<file path="src/rtl/uart_tx_fifo_if.sv">
// Valid/ready word handshake between a producer and the buffered UART transmitter.
interface uart_tx_fifo_if #(
  parameter int DATA_WIDTH = 8
) ();
  logic                  tx_valid;
  logic [DATA_WIDTH-1:0] tx_data;
  logic                  tx_ready;

  modport master (output tx_valid, output tx_data, input tx_ready);
  modport slave  (input tx_valid, input tx_data, output tx_ready);
endinterface

</file>
<file path="src/rtl/uart_tx_fifo.sv">
// Buffered UART transmitter: FIFO-fed, LSB-first frames sent back-to-back on TXD.
// Optional parity bit is compiled in with the UART_TX_PARITY_EN macro.
module uart_tx_fifo #(
  parameter int DATA_WIDTH   = 8,
  parameter int CLKS_PER_BIT = 868,
  parameter int STOP_BITS    = 1,
  parameter int FIFO_DEPTH   = 4,
  parameter int PARITY_ODD   = 0
) (
  input  logic                               CLK100MHZ,
  input  logic                               reset_n,
  uart_tx_fifo_if.slave                      bus,
  output logic                               TXD,
  output logic                               busy,
  output logic                               done,
  output logic [$clog2(FIFO_DEPTH+1)-1:0]    fifo_count
);

  localparam int PTR_W  = $clog2(FIFO_DEPTH);
  localparam int CNT_W  = $clog2(FIFO_DEPTH + 1);
  localparam int BAUD_W = $clog2(CLKS_PER_BIT);
  localparam int BIT_W  = $clog2(DATA_WIDTH);
  localparam logic [BAUD_W-1:0] BAUD_LAST  = BAUD_W'(CLKS_PER_BIT - 1);
  localparam logic [BIT_W-1:0]  DATA_LAST  = BIT_W'(DATA_WIDTH - 1);
  localparam logic [BIT_W-1:0]  STOP_LAST  = BIT_W'(STOP_BITS - 1);
  localparam logic [CNT_W-1:0]  COUNT_FULL = CNT_W'(FIFO_DEPTH);

`ifdef UART_TX_PARITY_EN
  typedef enum logic [2:0] {
    IDLE   = 3'd0,
    START  = 3'd1,
    DATA   = 3'd2,
    PARITY = 3'd3,
    STOP   = 3'd4
  } state_t;

  function automatic logic parity_of(input logic [DATA_WIDTH-1:0] word, input logic odd);
    return (^word) ^ odd;
  endfunction

  logic parity_r;
`else
  typedef enum logic [2:0] {
    IDLE  = 3'd0,
    START = 3'd1,
    DATA  = 3'd2,
    STOP  = 3'd4
  } state_t;
`endif

  logic [DATA_WIDTH-1:0] mem_r [FIFO_DEPTH];
  logic [PTR_W-1:0]      wr_ptr_r;
  logic [PTR_W-1:0]      rd_ptr_r;
  logic [CNT_W-1:0]      count_r;
  logic                  full_s;
  logic                  empty_s;
  logic                  push_s;
  logic                  pop_s;
  logic                  baud_tick_s;
  logic                  stop_end_s;
  logic [DATA_WIDTH-1:0] head_s;

  state_t                state_r;
  logic [BAUD_W-1:0]     baud_r;
  logic [BIT_W-1:0]      bit_idx_r;
  logic [DATA_WIDTH-1:0] shift_r;
  logic                  txd_r;
  logic                  busy_r;
  logic                  done_r;

  assign full_s       = (count_r == COUNT_FULL);
  assign empty_s      = (count_r == '0);
  assign push_s       = bus.tx_valid & ~full_s;
  assign head_s       = mem_r[rd_ptr_r];
  assign bus.tx_ready = ~full_s;
  assign TXD          = txd_r;
  assign busy         = busy_r;
  assign done         = done_r;
  assign fifo_count   = count_r;

  // Pop a word when a frame starts from IDLE or chains directly off an expiring stop bit
  always_comb begin
    baud_tick_s = (baud_r == BAUD_LAST);
    stop_end_s  = (state_r == STOP) && baud_tick_s && (bit_idx_r == STOP_LAST);
    if (empty_s) begin
      pop_s = 1'b0;
    end else if (state_r == IDLE) begin
      pop_s = 1'b1;
    end else if (stop_end_s) begin
      pop_s = 1'b1;
    end else begin
      pop_s = 1'b0;
    end
  end

  // Word buffer: circular storage, wrapping pointers and occupancy count
  always_ff @(posedge CLK100MHZ or negedge reset_n) begin
    if (!reset_n) begin
      wr_ptr_r <= '0;
      rd_ptr_r <= '0;
      count_r  <= '0;
      for (int i = 0; i < FIFO_DEPTH; i++) begin
        mem_r[i] <= '0;
      end
    end else begin
      if (push_s) begin
        mem_r[wr_ptr_r] <= bus.tx_data;
        wr_ptr_r        <= wr_ptr_r + PTR_W'(1);
      end
      if (pop_s) begin
        rd_ptr_r <= rd_ptr_r + PTR_W'(1);
      end
      case ({push_s, pop_s})
        2'b10:   count_r <= count_r + CNT_W'(1);
        2'b01:   count_r <= count_r - CNT_W'(1);
        default: count_r <= count_r;
      endcase
    end
  end

  // Frame sequencer; the baud counter restarts on every state entry and bit boundary
  always_ff @(posedge CLK100MHZ or negedge reset_n) begin
    if (!reset_n) begin
      state_r   <= IDLE;
      baud_r    <= '0;
      bit_idx_r <= '0;
      shift_r   <= '0;
      txd_r     <= 1'b1;
      busy_r    <= 1'b0;
      done_r    <= 1'b0;
`ifdef UART_TX_PARITY_EN
      parity_r  <= 1'b0;
`endif
    end else begin
      done_r <= 1'b0;
      case (state_r)
        IDLE: begin
          baud_r    <= '0;
          bit_idx_r <= '0;
          if (pop_s) begin
            shift_r  <= head_s;
`ifdef UART_TX_PARITY_EN
            parity_r <= parity_of(head_s, 1'(PARITY_ODD));
`endif
            txd_r    <= 1'b0;
            busy_r   <= 1'b1;
            state_r  <= START;
          end else begin
            txd_r  <= 1'b1;
            busy_r <= 1'b0;
          end
        end
        START: begin
          if (baud_tick_s) begin
            baud_r    <= '0;
            bit_idx_r <= '0;
            txd_r     <= shift_r[0];
            shift_r   <= {1'b0, shift_r[DATA_WIDTH-1:1]};
            state_r   <= DATA;
          end else begin
            baud_r <= baud_r + BAUD_W'(1);
          end
        end
        DATA: begin
          if (baud_tick_s) begin
            baud_r <= '0;
            if (bit_idx_r == DATA_LAST) begin
              bit_idx_r <= '0;
`ifdef UART_TX_PARITY_EN
              txd_r     <= parity_r;
              state_r   <= PARITY;
`else
              txd_r     <= 1'b1;
              state_r   <= STOP;
`endif
            end else begin
              bit_idx_r <= bit_idx_r + BIT_W'(1);
              txd_r     <= shift_r[0];
              shift_r   <= {1'b0, shift_r[DATA_WIDTH-1:1]};
            end
          end else begin
            baud_r <= baud_r + BAUD_W'(1);
          end
        end
`ifdef UART_TX_PARITY_EN
        PARITY: begin
          if (baud_tick_s) begin
            baud_r    <= '0;
            bit_idx_r <= '0;
            txd_r     <= 1'b1;
            state_r   <= STOP;
          end else begin
            baud_r <= baud_r + BAUD_W'(1);
          end
        end
`endif
        STOP: begin
          if (baud_tick_s) begin
            baud_r <= '0;
            if (bit_idx_r == STOP_LAST) begin
              bit_idx_r <= '0;
              done_r    <= 1'b1;
              // Chain the next frame straight into START so no idle bit appears
              if (pop_s) begin
                shift_r  <= head_s;
`ifdef UART_TX_PARITY_EN
                parity_r <= parity_of(head_s, 1'(PARITY_ODD));
`endif
                txd_r    <= 1'b0;
                busy_r   <= 1'b1;
                state_r  <= START;
              end else begin
                txd_r   <= 1'b1;
                busy_r  <= 1'b0;
                state_r <= IDLE;
              end
            end else begin
              bit_idx_r <= bit_idx_r + BIT_W'(1);
            end
          end else begin
            baud_r <= baud_r + BAUD_W'(1);
          end
        end
        default: begin
          state_r   <= IDLE;
          baud_r    <= '0;
          bit_idx_r <= '0;
          txd_r     <= 1'b1;
          busy_r    <= 1'b0;
        end
      endcase
    end
  end

endmodule

</file>
<file path="src/flat_wrapper.sv">
// flat-port wrapper written by rule: the top's interface ports become plain ports
module uart_tx_fifo_flat 
#(
  parameter int DATA_WIDTH   = 8,
  parameter int CLKS_PER_BIT = 868,
  parameter int STOP_BITS    = 1,
  parameter int FIFO_DEPTH   = 4,
  parameter int PARITY_ODD   = 0
)
  (CLK100MHZ, reset_n, TXD, busy, done, fifo_count, bus_tx_valid, bus_tx_data, bus_tx_ready);
  uart_tx_fifo_if #(.DATA_WIDTH(DATA_WIDTH)) bus_i ();
  input  logic CLK100MHZ;
  input  logic reset_n;
  output logic TXD;
  output logic busy;
  output logic done;
  output logic [$clog2(FIFO_DEPTH+1)-1:0] fifo_count;
  input wire logic [$bits(bus_i.tx_valid)-1:0] bus_tx_valid;
  input wire logic [$bits(bus_i.tx_data)-1:0] bus_tx_data;
  output wire logic [$bits(bus_i.tx_ready)-1:0] bus_tx_ready;
  assign bus_i.tx_valid = bus_tx_valid;
  assign bus_i.tx_data = bus_tx_data;
  assign bus_tx_ready = bus_i.tx_ready;
  uart_tx_fifo #(.DATA_WIDTH(DATA_WIDTH), .CLKS_PER_BIT(CLKS_PER_BIT), .STOP_BITS(STOP_BITS), .FIFO_DEPTH(FIFO_DEPTH), .PARITY_ODD(PARITY_ODD)) u_core (.CLK100MHZ(CLK100MHZ), .reset_n(reset_n), .bus(bus_i), .TXD(TXD), .busy(busy), .done(done), .fifo_count(fifo_count));
endmodule
</file>
<file path="config.mk">
export PLATFORM = sky130hd
export DESIGN_NAME = uart_tx_fifo_flat
export DESIGN_NICKNAME = d
export VERILOG_FILES = /design/src/rtl/uart_tx_fifo_if.sv /design/src/rtl/uart_tx_fifo.sv /design/src/flat_wrapper.sv
export SDC_FILE = /design/constraint.sdc
export NUM_CORES = 1
export LEC_CHECK = 0
export BUFFER_PORTS_ARGS = -buffer_cell sky130_fd_sc_hd__buf_2
export CAP_MARGIN = 20
export CELL_PAD_IN_SITES_DETAIL_PLACEMENT = 1
export CELL_PAD_IN_SITES_GLOBAL_PLACEMENT = 1
export CORE_MARGIN = 2
export CORE_UTILIZATION = 46
export CTS_BUF_LIST = sky130_fd_sc_hd__clkbuf_8 sky130_fd_sc_hd__clkbuf_16
export CTS_CLUSTER_SIZE = 16
export DETAILED_ROUTE_END_ITERATION = 7
export HOLD_SLACK_MARGIN = 0.05
export PLACE_DENSITY = 0.73
export SETUP_SLACK_MARGIN = 0.05
export SYNTH_ARGS = -nofsm -noshare
export SYNTH_HDL_FRONTEND = slang
export SYNTH_SLANG_ARGS = --single-unit
</file>
<file path="constraint.sdc">
create_clock -name CLK100MHZ -period 7.6 [get_ports CLK100MHZ]
set_clock_uncertainty 0.2 [all_clocks]
set_input_delay 0.38 -clock CLK100MHZ [delete_from_list [all_inputs] [get_ports CLK100MHZ]]
set_output_delay 0.38 -clock CLK100MHZ [all_outputs]
set_load 0.02 [all_outputs]
</file>
==> results of run 1 <==
[cell type report]
class / count / share of cell area
sequential: 66 / 0.457
multi-input combinational: 155 / 0.403
clock buffer: 10 / 0.0380
clock inverter: 6 / 0.0377
tap: 80 / 0.0277
timing repair buffer: 18 / 0.0256
inverter: 11 / 0.0114
[worst paths after layout]
path / end / slack [ns] / depth (start not counted)
setup / recovery: u_core.fifo_count[2] / 4.12 / 10
hold / removal: u_core.baud_r[8] / 0.004 / 2
setup reg to reg: u_core.fifo_count[2] / 4.12 / 10
hold reg to reg: u_core.shift_r[7] / 0.29 / 1
max in group asynchronous: u_core.fifo_count[2] / 6.63 / 2
min in group CLK100MHZ: u_core.mem_r[24] / 0.11 / 2
[kinds of logic after synthesis]
family / after synthesis / share of synthesized area
DFF: 66 / 0.517
muxes: 57 / 0.237
and+or+nand+nor: 53 / 0.0897
AOI/OAI and AO/OA: 20 / 0.0466
buffers and inverters: 19 / 0.0270
xor gates and xnor gates: 15 / 0.0411
adders and majority gates: 10 / 0.0415
[through the flow]
stage,total power (uW),instances,worst slack (ns),hold slack (ns),utilization
6_report,1170,346,4.12,0.00438,0.535
5_1_grt,1240,346,3.89,0.0921,0.535
4_1_cts,1190,346,4.09,0.0625,0.535
3_5_place_dp,783,330,4.14,0.280,0.495
3_3_place_gp,761,330,4.26,0.259,0.495
2_1_floorplan,701,240,4.47,-0.116,-
[worst reg2reg max path, stage by stage (launching register included)]
cell and delay, ns:
dfrtp_1 0.39, ha_1 0.28, or3b_1 0.38, or4_1 0.56, a21oi_1 0.48, ha_1 0.27
inv_1 0.06, fa_1 0.37, xor2_1 0.15, nor2_1 0.11, xor2_1 0.15
[power by group through the flow]
stage	Combinational, uW	Sequential, uW	Clock (uW)
3_5_place_dp	267	516	0
4_1_cts	270	509	407
5_1_grt	291	522	426
2_1_floorplan	198	503	0
6_report	262	508	399
3_3_place_gp	255	506	0
[synth_stat cells, types with 2 or more instances]
cell type   n  area [um^2]
and3_1      2         12.5
and2_1      2         12.5
a31oi_1     2         12.5
o21ai_0     3         15.0
ha_1        9          113
nand4_1     3         18.8
mux2_2     48          541
dfrtp_1    65         1630
nor3_1      2         10.0
mux4_1      7          184
inv_1      11         41.3
a21oi_1     4         20.0
nor2_1     15         56.3
o21bai_1    2         15.0
xnor2_1     5         43.8
xor2_1     10         87.6
clkbuf_1    3         11.3
buf_1       2         7.51
nand2_1    11         41.3
nand4b_1    2         17.5
nand3_1     6         30.0
[metal layers]
metal  GRT usage  up-vias
li1            -      906
met1       0.222      963
met2       0.302       19
met3      0.0370        8
met4      0.0713        0
met5           0        -
[state kept, by name, summed over array words and instances, names as in the netlist, 2 cells and up]
name and cells:
u_core.wr_ptr_r 2, u_core.state_r 3, u_core.fifo_count 3, u_core.bit_idx_r 3, u_core.mem_r 32, u_core.rd_ptr_r 2, u_core.shift_r 8, u_core.baud_r 10
[cell usage in the layout, fill, tap and decap left out, types with 3 or more instances in the layout]
| cell type | netlist | final |
|---|---|---|
| dfrtp_1 | 65 | 65 |
| mux2_2 | 48 | 48 |
| buf_2 | 1 | 17 |
| nor2_1 | 15 | 15 |
| inv_1 | 11 | 11 |
| nand2_1 | 11 | 11 |
| xor2_1 | 10 | 10 |
| clkbuf_8 | 1 | 10 |
| ha_1 | 9 | 9 |
| mux4_1 | 7 | 7 |
| nand3_1 | 6 | 6 |
| xnor2_1 | 5 | 5 |
| a21oi_1 | 4 | 4 |
| bufinv_16 | 0 | 4 |
| nand4_1 | 3 | 3 |
| o21ai_0 | 3 | 3 |
==> parameters.txt, run 1 <==
Parameter                              Value

Run status
  Result of the run    completed

Synth
  Total standard cell area after synthesis    roughly 3200 um^2
  Net count of the mapped netlist    261
  Share of flip-flops with an asynchronous set or reset    1.00
  Yosys reg bits    66
  Most instantiated flip-flop cell in the synthesis netlist    dfrtp_1
  Count of flip-flops with a built-in enable after synthesis    0
  Post-synthesis instance total    240
  Cell variety after synth    47
  Synthesis warning total    0
  Mean instance size in the synthesized netlist    13.3 um^2
  Proportion of synthesized chip area in sequential cells    0.517

Worst setup path
  Crit path kind    flip-flop to flip-flop
  Reg-to-reg startpoint    u_core.baud_r[0]
  Stage delay of the slowest cell on the critical path    0.56 ns
  Startpoint type of the worst setup path    flip-flop
  Top Family by Delay on Critical Path    simple AND/OR/NAND/NOR gates
  Maximum fanout along the worst path    6
  Slowest-stage cell, CP    or4_1
  Crit-path cells    ha_1 -> or3b_1 -> or4_1 -> a21oi_1 -> ha_1 -> inv_1 -> fa_1 -> xor2_1 -> nor2_1 -> xor2_1
  Buffers plus inverters on the worst setup path    1
  Critical path data required time    7.66 ns
  Critical Path End Type    flip-flop
  Worst setup path start    u_core.baud_r[0]
  Arrival time worst endpoint    3.53 ns

Timing
  Fmax    288 MHz
  Tmin final    3.48 ns
  Final setup fails    0
  RSZ-0062 raised after global routing    false
  Count of final hold-check violations    0
  Worst-margin pin slew    0.830 ns
  Final-layout setup total negative slack    0 ns
  Fin. max-slew vios    0
  Relative slew slack    0.446
  Final Cycle Share    0.457

Floorplan
  Die outline area    7630 um^2
  Total core area    slightly below 7000 um^2
  Die Height    87.3 um
  Count of boundary I/O pins    18
  Die boundary width    87.3 um
  Num rows    30
  Initial standard-cell utilization of the core    0.473

GRT
  Via count of the first global-routing pass    2102
  Pin count of the biggest net entering global routing    between 60 and 70
  Total grt overflow    0
  GRT Resource Usage Total    0.178
  First-pass GRT wire length    between 10000 and 15000 um
  Antenna violations before repair    0

Layout
  Filler cell count    688
  Final #Nets    between 200 and 300
  Post-route design area    3620 um^2
  Area growth from synthesis to final layout    13.2%
  Diode insertion count for antenna repair    0
  Share of cells above drive strength 1    0.342
  Register area    1650 um^2
  Combined area of the multi-input logic cells    1460 um^2

Power and ir drop
  Pwr/cell area    between 300 and 400 nW/um^2
  Internal power of the cells    866 uW
  Switching share of power    0.259
  Net switching power    ~300 uW
  Static Leakage    0.00164 uW
  Sequential power share    0.434
  IR Drop Worst-Case VDD    between 0.0002 and 0.00025 V
  Part of the power in the clock network    0.341
  Share of total power in combinational logic    0.224

Clocking
  Clock tree from TritonCTS    done
  Clock-pin slew on the worst setup and hold paths    0.07 ns
  Root buffer cell    clkbuf_8
  Clock latency at the later pin of the worst-skew pair    0.33 ns
  Post-cts hold buffer count    0
  Count of instances resized after the clock tree is built    0
  H-tree lvl count    3
  CTS Buf Count    9
  CTS sink count    66
  Maximum count of clock buffers along a single path    2
  Post-CTS setup-driven buffer insertion count    0

Detailed routing
  Met1 wire length    2720 um
  Antenna-violating nets left    0
  Routed wire length per instance    17.3 um
  DRC violation total after the first TritonRoute iteration    83
  Routed length on met2    3080 um
  Met3 routed WL    around 100 um
  Residual DRC    0
  Highest metal layer with signal wires    met4
  Overall routed net length    6000 um
  Number of iterations in the first detailed-routing pass    3
  Total number of vias    1896
  Vias per cell    ~5.5

Placed design
  Final estimated routing congestion in global placement    around 0.76
  HPWL after DPL    4170 um
  Total of buffers placed on input and output ports    17
  Total cell area at the placement stage    3340 um^2

Run
  Count of maximum capacitance violations    0

Hold path
  Type of the worst min-delay path    primary input to async pin
(Power assumes the default switching activity.)
==> run 2: changes to the inputs <==
Clock period 7.6 ns to 3.55 ns, I/O delays scaled along.
==> run 2 against run 1 <==
Effect of this change:
- final area is 1.5% higher
- non-clock buffer count up 13
- sequential cell count did not move
- combinational power is 120% higher
==> parameters.txt, run 2 (synthesized netlist as in run 1, its figures left out) <==
Parameter                              Value

Worst setup path
  Crit path kind    flip-flop to flip-flop
  Startpoint type of the worst setup path    flip-flop
  Worst setup path start    u_core.baud_r[0]
  Maximum fanout along the worst path    5 (-1)
  Register-to-register setup slack    0.43 ns (-3.70 ns)
  Critical register-to-register path endpoint    u_core.fifo_count[2]
  Cells on worst reg2reg path    10 (unchanged)
  Critical Path End Type    flip-flop
  Reg-to-reg startpoint    u_core.baud_r[0]
  Critical path data required time    3.61 ns (-4.05 ns)
  Arrival time worst endpoint    3.19 ns (-0.34 ns)
  Worst Setup EP    u_core.fifo_count[2]

Clocking
  Post-CTS setup-driven buffer insertion count    0 (unchanged)
  Clock-pin slew on the worst setup and hold paths    0.08 ns (about the same)
  Count of instances resized after the clock tree is built    0 (unchanged)
  Root buffer cell    clkbuf_8
  CTS Buf Count    9 (unchanged)
  Clock latency at the later pin of the worst-skew pair    0.35 ns (+0.02 ns)
  Post-cts hold buffer count    9 (+9)
  Clock tree from TritonCTS    done
  H-tree lvl count    3 (unchanged)
  Maximum count of clock buffers along a single path    2 (unchanged)
  CTS sink count    66 (unchanged)

Floorplan
  Initial standard-cell utilization of the core    0.473 (unchanged)
  Count of boundary I/O pins    18 (unchanged)
  Total core area    6760 um^2 (unchanged)
  Die Height    87.3 um (unchanged)
  Die boundary width    87.3 um (unchanged)
  Num rows    30 (unchanged)
  Die outline area    7630 um^2 (unchanged)

Placed design
  HPWL after DPL    4100 um (-1.7%)
  Total cell area at the placement stage    3370 um^2 (+0.90%)
  Total of buffers placed on input and output ports    17 (unchanged)
  Final estimated routing congestion in global placement    0.731 (-3.2%)

Detailed routing
  Routed length on met2    2950 um (-4.2%)
  Routed wire length per instance    16.5 um (-4.7%)
  Vias per cell    5.46 (-0.42%)
  Antenna-violating nets left    0 (unchanged)
  Overall routed net length    5940 um (-1.1%)
  Residual DRC    0 (unchanged)
  Highest metal layer with signal wires    met4
  Total number of vias    1959 (+3.3%)
  Number of iterations in the first detailed-routing pass    4 (+1)
  Met3 routed WL    157 um (+52%)
  Met1 wire length    2720 um (+0.11%)
  DRC violation total after the first TritonRoute iteration    85 (+2.4%)

Timing
  Tmin final    3.12 ns (-0.352 ns)
  Fin. max-slew vios    0 (unchanged)
  RSZ-0062 raised after global routing    false
  Count of final hold-check violations    0 (unchanged)
  Final Cycle Share    0.880 (+0.423)
  Worst-margin pin slew    0.833 ns (+0.00207 ns)
  Final setup fails    0 (unchanged)
  Final-layout setup total negative slack    0 ns (unchanged)
  Fmax    320 MHz (+11%)
  Relative slew slack    0.445 (-0.00138)

GRT
  GRT Resource Usage Total    0.178 (about the same)
  Antenna violations before repair    0 (unchanged)
  Pin count of the biggest net entering global routing    38 (-43%)
  First-pass GRT wire length    10200 um (-0.54%)
  Via count of the first global-routing pass    2100 (-0.095%)
  Total grt overflow    0 (unchanged)

Power and ir drop
  IR Drop Worst-Case VDD    0.000343 V (+59%)
  Pwr/cell area    624 nW/um^2 (+93%)
  Static Leakage    0.00168 uW (+2.2%)

Hold path
  Type of the worst min-delay path    primary input to flip-flop

Layout
  Share of cells above drive strength 1    0.333 (-0.00877)
  Number of flip-flops under the largest register name    32 (unchanged)
  Regs by FF count    u_core.mem_r (32), u_core.baud_r (10), u_core.shift_r (8)
  Diode insertion count for antenna repair    0 (unchanged)
  Most frequent standard cell in the layout excluding fill and tap cells    dfrtp_1
  Commonest cells after routing, fill and taps aside    dfrtp_1, mux2_2, buf_2
  Post-route design area    3670 um^2 (+1.5%)
  Register area    1650 um^2 (unchanged)
  Largest reg by FF count    u_core.mem_r
  Final #Nets    295 (+4.6%)
  Area growth from synthesis to final layout    14.8%
  Filler cell count    687 (-0.15%)
  Combined area of the multi-input logic cells    1460 um^2 (unchanged)

Run status
  Result of the run    completed

Run
  Count of maximum capacitance violations    0 (unchanged)
[run 2: cell count changes in the layout (fill, tap and decap cells not counted), sizes merged]
| cell | before | now |
|---|---|---|
| buf | 18 | 22 |
| bufinv | 4 | 1 |
| clkbuf | 10 | 11 |
| clkinv | 0 | 2 |
| clkinvlp | 1 | 0 |
| dlygate4sd3 | 0 | 9 |
| inv | 12 | 13 |
[run 2: power breakdown]
part	switching, uW	total, uW	internal (uW)
clock network	286	646	360
logic	236	567	331
registers	108	1080	970
total	629	2290	1660
[run 2: layout make-up]
cell class	count	share of cell area
clock buffers	11	0.0413
repair buffers	31	0.0580
multi-input cells	155	0.397
inverters	11	0.0113
flip-flops and latches	66	0.450
well taps	80	0.0273
clock inverters	5	0.0150
[run 2: layer usage]
layer,track usage,up-vias
met5,0,-
met4,0.0755,0
met1,0.222,1001
met2,0.293,22
met3,0.0483,10
li1,-,926
[run 2: worst min path at each step]
| stage | startpoint | endpoint | slack (ns) | cells past startpoint |
|---|---|---|---|---|
| detailed placement | reset_n | u_core.baud_r[8] | 0.14 | 1 |
| floorplan | reset_n | u_core.baud_r[0] | -0.32 | 0 |
| CTS | bus_tx_valid | u_core.wr_ptr_r[0] | 0.11 | 3 |
| global placement | reset_n | u_core.baud_r[9] | 0.14 | 1 |
| global route | bus_tx_valid | u_core.wr_ptr_r[0] | 0.14 | 3 |
| finish | bus_tx_valid | u_core.wr_ptr_r[0] | 0.11 | 3 |
[run 2: per-stage QoR]
step                hold WS, ns   util  cells  power (uW)  setup WS [ns]
global placement          0.137  0.499    334        1630          0.545
CTS                       0.107  0.543    359        2330          0.401
finish                    0.114  0.543    359        2290          0.426
floorplan                -0.318      -    240        1500          0.422
detailed placement        0.143  0.499    334        1660          0.432
global route              0.145  0.543    359        2430          0.268
[run 2: worst max-delay path, cell delays in order (launching register included)]
cell and delay (ns):
dfrtp_1 0.40, ha_1 0.27, or3b_1 0.38, or4_1 0.44, a21oi_1 0.27, ha_1 0.23
inv_1 0.06, fa_1 0.37, xor2_1 0.16, nor2_1 0.11, xor2_1 0.15
==> run 3: changes to the inputs <==
Clock period 3.55 ns to 3.65 ns, I/O delays scaled along.
==> run 3 against run 2 <==
Effect of this change:
- worst hold slack gained 0.015 ns
- sequential cell count unchanged
- routed wire length is 3.7% higher
- register-to-register slack improved by 0.04 ns
- global-route usage is 0.098 points higher
- sequential power is essentially flat
- clock power shrank 2%
- fmax down 1.9%
- critical path type unchanged
- sequential share of layout area grew 0.12 points
- highest routed layer unchanged
==> parameters.txt, run 3 (synthesized netlist as in run 1, its figures left out) <==
Parameter                              Value

Clocking
  CTS sink count    66 (unchanged)
  Maximum count of clock buffers along a single path    2 (unchanged)
  CTS Buf Count    9 (unchanged)
  Root buffer cell    clkbuf_8
  Count of instances resized after the clock tree is built    0 (unchanged)
  Clock latency at the later pin of the worst-skew pair    0.34 ns (about the same)
  Clock-pin slew on the worst setup and hold paths    0.07 ns (about the same)
  H-tree lvl count    3 (unchanged)
  Clock tree from TritonCTS    done

Power and ir drop
  Share of total power in combinational logic    0.250 (+0.003)
  Pwr/cell area    614 nW/um^2 (-1.6%)
  Sequential power share    0.469 (-0.002)
  Final Total Pwr    2250 uW (-1.9%)
  Part of the power in the clock network    0.281 (about the same)
  Switching share of power    0.280 (+0.00533)
  Net switching power    629 uW (about the same)
  Static Leakage    0.00167 uW (-0.66%)
  Internal power of the cells    1620 uW (-2.6%)
  IR Drop Worst-Case VDD    0.000337 V (-1.8%)

Worst setup path
  Register-to-register setup slack    0.47 ns (+0.04 ns)
  Critical Path End Type    flip-flop
  Stage delay of the slowest cell on the critical path    0.57 ns (+0.13 ns)
  Critical register-to-register path endpoint    u_core.fifo_count[2]
  Slowest-stage cell, CP    or4_1
  Arrival time worst endpoint    3.25 ns (+0.06 ns)
  Crit path kind    flip-flop to flip-flop
  Reg-to-reg startpoint    u_core.baud_r[0]
  Maximum fanout along the worst path    6 (+1)
  Top Family by Delay on Critical Path    simple AND/OR/NAND/NOR gates
  Crit-path cells    ha_1 -> or3b_1 -> or4_1 -> a21oi_1 -> ha_1 -> inv_1 -> fa_1 -> xor2_1 -> nor2_1 -> xor2_1
  Startpoint type of the worst setup path    flip-flop
  Buffers plus inverters on the worst setup path    1 (unchanged)
  Cells on worst reg2reg path    10 (unchanged)
  Critical path data required time    3.72 ns (+0.11 ns)

Run
  Count of maximum capacitance violations    0 (unchanged)

Detailed routing
  Overall routed net length    6160 um (+3.7%)
  Residual DRC    0 (unchanged)
  DRC violation total after the first TritonRoute iteration    26 (-69%)
  Number of iterations in the first detailed-routing pass    4 (unchanged)
  Total number of vias    1995 (+1.8%)
  Routed wire length per instance    17.2 um (+4.0%)
  Vias per cell    5.57 (+2.1%)
  Antenna-violating nets left    0 (unchanged)

GRT
  First-pass GRT wire length    10400 um (+1.9%)
  Via count of the first global-routing pass    2131 (+1.5%)
  Total grt overflow    0 (unchanged)
  GRT Resource Usage Total    0.179 (+0.000981)
  Pin count of the biggest net entering global routing    26 (-32%)
  Antenna violations before repair    0 (unchanged)

Timing
  Count of final hold-check violations    0 (unchanged)
  Fin. max-slew vios    0 (unchanged)
  Tmin final    3.18 ns (+0.0594 ns)
  Relative slew slack    0.564 (+0.119)
  Worst-margin pin slew    0.654 ns (-0.179 ns)
  Fmax    314 MHz (-1.9%)
  Final Cycle Share    0.872 (-0.00784)
  RSZ-0062 raised after global routing    false
  Final-layout setup total negative slack    0 ns (unchanged)
  Final setup fails    0 (unchanged)
  Smallest hold slack    0.129 ns (+0.0146 ns)

Layout
  Share of cells above drive strength 1    0.338 (+0.00480)
  Number of flip-flops under the largest register name    32 (unchanged)
  Commonest cells after routing, fill and taps aside    dfrtp_1, mux2_2, buf_2
  Largest reg by FF count    u_core.mem_r
  Most frequent standard cell in the layout excluding fill and tap cells    dfrtp_1
  Area growth from synthesis to final layout    14.5%
  Regs by FF count    u_core.mem_r (32), u_core.baud_r (10), u_core.shift_r (8)
  Final #Nets    294 (-0.34%)
  Diode insertion count for antenna repair    0 (unchanged)
  Post-route design area    3660 um^2 (-0.27%)

Placed design
  Final estimated routing congestion in global placement    0.738 (+0.94%)
  Total cell area at the placement stage    3370 um^2 (-0.22%)
  HPWL after DPL    4230 um (+3.1%)
  Total of buffers placed on input and output ports    17 (unchanged)

Floorplan
  Initial standard-cell utilization of the core    0.473 (unchanged)
  Die outline area    7630 um^2 (unchanged)
  Die Height    87.3 um (unchanged)
  Total core area    6760 um^2 (unchanged)
  Die boundary width    87.3 um (unchanged)
  Count of boundary I/O pins    18 (unchanged)
  Num rows    30 (unchanged)

Hold path
  Capture endpoint of the worst hold path    u_core.wr_ptr_r[0]
  Hold Crit Start    bus_tx_valid
  Hold Path Depth    3 (unchanged)
  Type of the worst min-delay path    primary input to flip-flop

Run status
  Result of the run    completed
==> run 3: cell count changes in the layout (fill, tap and decap cells not counted), sizes merged <==
cell,previous run,this run
clkinvlp,0,1
buf,22,21
inv,13,11
clkinv,2,3
==> run 3: what timing repair did <==
| action | in CTS | in global routing |
|---|---|---|
| hold endpoints to repair | 54 | 0 |
| setup buffers | 0 | 0 |
| hold buffers | 9 | 0 |
==> run 3: per-layer routing <==
| layer | up-vias | wire [um] | GRT usage |
|---|---|---|---|
| met5 | - | 0 | 0 |
| met4 | 0 | 117 | 0.0755 |
| met3 | 10 | 107 | 0.0313 |
| met2 | 20 | 3210 | 0.315 |
| met1 | 1040 | 2720 | 0.216 |
| li1 | 925 | - | - |
==> run 3: worst max path at each step <==
stage                          start              endpoint  slack (ns)  cells past startpoint
finish              u_core.baud_r[0]  u_core.fifo_count[2]        0.47                     10
global route        u_core.baud_r[0]  u_core.fifo_count[2]        0.24                     10
CTS                 u_core.baud_r[0]  u_core.fifo_count[2]        0.44                     10
detailed placement  u_core.baud_r[0]  u_core.fifo_count[2]        0.48                     10
global placement    u_core.baud_r[0]  u_core.fifo_count[2]        0.55                     10
floorplan           u_core.baud_r[0]  u_core.fifo_count[2]        0.52                     11
==> run 3: area by class of cell <==
class,count,area (um^2)
Tap cell,80,100
Timing Repair Buffer,30,205
Clock buffer,11,151
Fill cell,689,3100
Inverter,11,41.3
Multi-Input combinational cell,155,1460
Sequential cell,66,1650
Clock inverter,5,52.6
==> run 3: power groups by stage <==
stage	combinational [uW]	sequential, uW	clock [uW]
after global placement	531	1050	0
after global routing	613	1080	678
final	562	1050	631
after floorplan	412	1050	0
after detailed placement	557	1070	0
after CTS	572	1060	652
==> run 3: per-stage QoR <==
stage	util	instances	setup slack (ns)
3_5_place_dp	0.498	333	0.476
3_3_place_gp	0.498	333	0.547
6_report	0.542	358	0.467
4_1_cts	0.542	358	0.441
5_1_grt	0.542	358	0.245
2_1_floorplan	-	240	0.522
==> run 3: tightest hold or removal path: cells and delay by family <==
kind / cells / cell delay (ns)
buffers and inverters: 1 / 0.07
XOR/XNOR: 1 / 0.10
AND/OR/NAND/NOR: 1 / 0.28
